**src/rtl/sap_controller_sequencer.sv**
```systemverilog
// Control sequencer for the 8-bit SAP CPU: a six-state one-hot ring (T1..T6)
// that emits fetch/execute strobes from the current T-state and IR opcode.
module sap_controller_sequencer (
    input  logic       clk,
    input  logic       rst_n,
    input  logic [3:0] opcode,
    input  logic       run,
    input  logic       step,
    output logic       cp,
    output logic       ep,
    output logic       lp,
    output logic       lm,
    output logic       ce,
    output logic       li,
    output logic       ei,
    output logic       la,
    output logic       ea,
    output logic       su,
    output logic       eu,
    output logic       lb,
    output logic       lo,
    output logic [5:0] t_state,
    output logic       halted
);
    localparam logic [3:0] OPC_LDA = 4'h0;
    localparam logic [3:0] OPC_ADD = 4'h1;
    localparam logic [3:0] OPC_SUB = 4'h2;
    localparam logic [3:0] OPC_JMP = 4'h3;
    localparam logic [3:0] OPC_OUT = 4'hE;
    localparam logic [3:0] OPC_HLT = 4'hF;

    logic [5:0] t_state_reg;
    logic [5:0] t_state_next;
    logic       halted_reg;
    logic       adv;
    logic       strobe_en;
    logic       hlt_at_t4;

    assign adv       = ~halted_reg & (run | step);
    assign hlt_at_t4 = adv & t_state_reg[3] & (opcode == OPC_HLT);
    // Strobes are suppressed while reset is asserted even though the ring sits at T1.
    assign strobe_en = adv & rst_n;

    genvar gi;
    generate
        for (gi = 0; gi < 6; gi++) begin : g_ring
            assign t_state_next[gi] = t_state_reg[(gi + 5) % 6];
        end
    endgenerate

    always_ff @(posedge clk or negedge rst_n) begin
        if (!rst_n) begin
            t_state_reg <= 6'b000001;
            halted_reg  <= 1'b0;
        end else if (hlt_at_t4) begin
            halted_reg  <= 1'b1;
        end else if (adv) begin
            t_state_reg <= t_state_next;
        end
    end

    always_comb begin
        cp = 1'b0; ep = 1'b0; lp = 1'b0; lm = 1'b0; ce = 1'b0;
        li = 1'b0; ei = 1'b0; la = 1'b0; ea = 1'b0; su = 1'b0;
        eu = 1'b0; lb = 1'b0; lo = 1'b0;
        if (strobe_en) begin
            if (t_state_reg[0]) begin
                ep = 1'b1; lm = 1'b1;
            end
            if (t_state_reg[1]) cp = 1'b1;
            if (t_state_reg[2]) begin
                ce = 1'b1; li = 1'b1;
            end
            if (t_state_reg[3]) begin
                case (opcode)
                    OPC_LDA, OPC_ADD, OPC_SUB: begin
                        ei = 1'b1; lm = 1'b1;
                    end
                    OPC_JMP: begin
                        ei = 1'b1; lp = 1'b1;
                    end
                    OPC_OUT: begin
                        ea = 1'b1; lo = 1'b1;
                    end
                    default: ;
                endcase
            end
            if (t_state_reg[4]) begin
                case (opcode)
                    OPC_LDA: begin
                        ce = 1'b1; la = 1'b1;
                    end
                    OPC_ADD, OPC_SUB: begin
                        ce = 1'b1; lb = 1'b1;
                    end
                    default: ;
                endcase
            end
            if (t_state_reg[5] && (opcode == OPC_ADD || opcode == OPC_SUB)) begin
                eu = 1'b1; la = 1'b1;
                su = (opcode == OPC_SUB);
            end
        end
    end

    assign t_state = t_state_reg;
    assign halted  = halted_reg;
endmodule

```
**config.mk**
```make
export PLATFORM = sky130hd
export DESIGN_NAME = sap_controller_sequencer
export DESIGN_NICKNAME = d
export VERILOG_FILES = /design/src/rtl/sap_controller_sequencer.sv
export SDC_FILE = /design/constraint.sdc
export NUM_CORES = 1
export LEC_CHECK = 0
export BUFFER_PORTS_ARGS = -buffer_cell sky130_fd_sc_hd__buf_4
export CELL_PAD_IN_SITES_DETAIL_PLACEMENT = 2
export CELL_PAD_IN_SITES_GLOBAL_PLACEMENT = 2
export CORE_MARGIN = 2
export CORE_UTILIZATION = 24
export DETAILED_ROUTE_END_ITERATION = 6
export MAX_ROUTING_LAYER = met4
export PLACE_DENSITY_LB_ADDON = 0.12
export SYNTH_ARGS = -nofsm -noshare
export SYNTH_HDL_FRONTEND = slang
export SYNTH_SLANG_ARGS = --single-unit
```
**constraint.sdc**
```tcl
create_clock -name clk -period 2 [get_ports clk]
set_input_delay 0.1 -clock clk [delete_from_list [all_inputs] [get_ports clk]]
set_output_delay 0.1 -clock clk [all_outputs]
set_load 0.02 [all_outputs]
```
After elaboration in Yosys (flattened, before gate mapping). Cells that the tools add are included.

Register bits: 7. Input bits: 8. Output and inout bits: 20. Word-level logic and storage cells: 53.

Equal/unequal tests: 5. Multiplexer cells: 32. Bitwise operators: 7. Reductions and logical operators: 7.

Operator list (count): 1-bit two-way mux (32); 4-bit by 2-bit equality test with 1-bit output (second input constant) (2); 4-bit equality test (second input constant) (2); 1-bit AND (4); 4-bit by 1-bit equality test with 1-bit output (second input constant) (1); 4-bit logical NOT (1); 4-bit OR reduction (1); 3-bit OR reduction (1); 1-bit NOT (2); 2-bit AND reduction (1); 2-bit OR reduction (1); 1-bit logical AND (1); 1-bit logical OR (1); 1-bit OR (1).

Longest topological paths before layout.
Depth in word-level cells: 6. Gate-level depth with buffers: 3. Gate-level depth less buffers: 3.

Least setup slack after synthesis. OpenSTA, ideal clock, no wires.

Path kind: reg-to-output. From: register halted_reg (netlist: halted). To: output port lo. Arrival: 1835 ps. Required time: 1900 ps. Path slack: 65 ps. Cell stages (with the launch flop): 4. Path buffers: 1. Cells stage by stage: dfrtp_1 -> nand2b_1 -> nor4b_1 -> buf_4.

Word-level cells in the longest chain between the ends: 4.

RTL lines: start: declaration (line 34) `logic halted_reg;`; start signal: assignment (line 54) `halted_reg <= 1'b0;`; start signal: assignment (line 56) `halted_reg <= 1'b1;`; 1-bit NOT (line 39) `assign adv = ~halted_reg & (run | step);`; 1-bit AND (line 39); 1-bit AND (line 42) `assign strobe_en = adv & rst_n;`; 1-bit two-way mux; end: declaration (line 21) `output logic lo,`.

No other way between the ends.

Worst setup path in the final report.
From: input port rst_n. To: output port ce.

Word-level cells in the longest chain between the ends: 2.

RTL lines: start: declaration (line 5) `input logic rst_n,`; 1-bit AND (line 42); 1-bit two-way mux (line 66) `if (strobe_en) begin`; end: declaration (line 13) `output logic ce,`.

No other way between the ends.

==> run_results.csv <==
group,metric,value,unit
status,status,"complete, no violations",
clock_tree,cts-root-buf,"clkbuf_4",
place,dpl.hpwl,1160,um
setup_path,path_class,"in -> out",
setup_path,crit_chain,"dlygate4sd3_1 > buf_4 > nand2b_1 > nor4_4 > a32o_1 > buf_4",
min_path,hold_class,"in -> async",
clock_tree,post_cts_buffers,0,
cells_and_area,num_antenna_cells,0,
flow_run,drv_cap,0,
synthesis,synth_fa_ha_area_frac,0,
synthesis,syn_area,474,um^2
sta,final.setup.tns,0,ns
setup_path,critPathLaunch,"rst_n",
setup_path,required,1.90,ns
cells_and_area,syn_to_final_growth,55.9,%
synthesis,yosysSeqAreaShare,0.372,
setup_path,arrival,1.67,ns
sta,slew_headroom,0.704,
grt,grt_antenna_before_repair,0,
sta,slew_violations,0,
clock_tree,cts_buffers,3,
clock_tree,tritoncts,"done",
synthesis,ys_seq_elements,7,
sta,setup_viol,0,
sta,fmax,564,MHz
synthesis,synth-xor-area-share,0.0185,
synthesis,synth.avg_cell_area,10.8,um^2
synthesis,synth_cell_types,26,
cells_and_area,largest_reg_flops,6,
setup_path,worstRegToRegCells,3,
clock_tree,clock-sinks,7,
setup_path,cp_top_family,"buffers and inverters",
routing,wl_per_cell,14.4,um
floorplanning,fp-row-count,16,
cells_and_area,n_fill_cell,237,
floorplanning,core,1900,um^2
synthesis,ys.flop_type,"dfrtp_1",
grt,gr-total-overflow,0,
setup_path,worstSetupStartpointType,"input port",
synthesis,synthArstFlopShare,1.00,
grt,grt_pass1_vias,512,
routing,drt_iter0_markers,9,
routing,drt_first_pass_iters,2,
synthesis,synth-warning-count,0,
clock_tree,cts_max_level,1,
synthesis,synth-edff-count,0,
routing,drc_errors,0,
setup_path,cp_num_buf_inv,3,
cells_and_area,nets,84,
floorplanning,die_h,48.5,um
synthesis,synth_top_family_by_area,"simple AND/OR/NAND/NOR gates",
grt,grt_max_degree,9,
cells_and_area,final_layout_size_suffix_gt1_frac,0.520,
pwr,powerDensity,447,nW/um^2
synthesis,syn-num-nets,52,
sta,worst_slew_pin_slew,0.442,ns
synthesis,synth_simple_gate_area_frac,0.282,
routing,viasPerCell,4.68,
clock_tree,clkLatencyLatePin,0.26,ns
synthesis,synth_compound_gate_area_share,0.179,
floorplanning,die-area,2350,um^2
pwr,irDropWorstVdd,0.230,mV
routing,vias,477,
place,io_buffer_count,27,
synthesis,synthMuxAreaShare,0.116,
cells_and_area,post-route-util,0.389,
clock_tree,path_clk_slew,0.06,ns
setup_path,timing.rr.start,"t_state[3]",
routing,ant_nets,0,
sta,final.setup_skew,0.00332,ns
setup_path,path_common_cell,"buf_4",
place,gp_congestion,0.682,
pwr,power_leakage,0.370,nW
setup_path,slowest_stage,"dlygate4sd3_1",
floorplanning,start_util,0.249,
sta,rsz0062_at_grt,"false",
setup_path,critPathCaptureType,"output pin",
floorplanning,ios,28,
synthesis,synthCells,44,
setup_path,crit_cells,6,
setup_path,cp_max_fo,8,
setup_path,cpPeakStageDelay,0.53,ns
floorplanning,dieWidth,48.5,um
grt,grt_pass1_wl,2530,um
grt,grt.total_usage,0.148,
sta,hold_viol,0,
clock_tree,clock_path_buffers,2,
sta,min_period,1.77,ns
routing,drt_wl_total,1470,um
sta,fin_crit_sh,0.887,
-- metal layers --
| metal | wire (um) | up-vias | track usage |
|---|---|---|---|
| met5 | 0 | - | - |
| met2 | 722 | 18 | 0.227 |
| met1 | 648 | 232 | 0.177 |
| met4 | 29 | 0 | 0.0857 |
| li1 | - | 224 | - |
| met3 | 70 | 3 | 0.0370 |
-- worst paths after layout --
check	end	slack [ns]
hold / removal	t_state[2]	0.21
min in group clk	halted	0.22
max in group asynchronous	t_state[0]	1.58
hold reg to reg	t_state[2]	0.53
setup / recovery	ce	0.23
setup reg to reg	t_state[5]	0.68
-- report_power, final --
part / internal, mW / switching, mW
clock network: 0.0766 / 0.0589
logic: 0.0206 / 0.0245
registers: 0.145 / 0.00512
total: 0.242 / 0.0886
-- synthesized netlist by cell type, types with 2 or more instances --
master	number	area, um^2
dfrtp_1	6	150
and2_1	5	31.3
and3_1	4	25.0
mux2_2	3	33.8
a32o_1	2	20.0
inv_1	2	7.51
nand2_1	2	7.51
nor2_1	2	7.51
-- cells by family after synthesis --
group	Yosys count
buffers and inverters	3
AO/OA/AOI/OAI	9
AND/OR/NAND/NOR	19
flip-flops	7
XOR/XNOR	1
multiplexers	5
-- cell type report --
cell class,count,area (um^2),area share
multi-input combinational,34,283,0.382
clock buffer,4,26.3,0.0355
sequential,7,176,0.239
tap,27,33.8,0.0457
timing repair buffer,28,213,0.288
inverter,2,7.51,0.0102
-- cells in the final DEF (no fill, tap or decap) --
cell type / count
nor2_1: 2
o31ai_1: 1
buf_4: 27
clkbuf_1: 1
mux2i_1: 1
inv_1: 2
nand2b_1: 1
nand2_1: 2
a2bb2oi_1: 1
o21ba_2: 1
nor4b_1: 1
xor2_1: 1
a311oi_1: 1
nor4_4: 1
dfrtp_1: 6
and3_1: 4
and2b_1: 1
clkbuf_4: 3
mux2_1: 1
nand3_2: 1
o2bb2ai_1: 1
o21ai_4: 1
a32o_1: 2
dfstp_2: 1
and2_4: 1
mux2_2: 3
and2_1: 5
o21ai_0: 1
dlygate4sd3_1: 1
-- stage by stage --
step           instance area, um^2  setup slack, ns  cells  power (mW)  hold WS, ns
2_1_floorplan                  474           0.0654     44       0.167       -0.196
3_3_place_gp                   703            0.588     97       0.195      -0.0760
3_5_place_dp                   703            0.532     97       0.196      -0.0763
4_1_cts                        739            0.204    102       0.337        0.185
5_1_grt                        739            0.111    102       0.349        0.211
6_report                       739            0.227    102       0.330        0.206
-- worst register-to-register path: cells and delay by family (launching register included) --
| family | cells | cell delay (ns) |
|---|---|---|
| AO/OA/AOI/OAI | 1 | 0.24 |
| flip-flops | 1 | 0.46 |
| multiplexers | 1 | 0.35 |
| AND/OR/NAND/NOR | 1 | 0.16 |
-- repair_timing --
action / CTS / global route
hold buffers: 1 / 0
gates resized for setup: 0 / 0
hold endpoints to repair: 7 / 0
No activity file was read; power rests on OpenSTA's default activity.
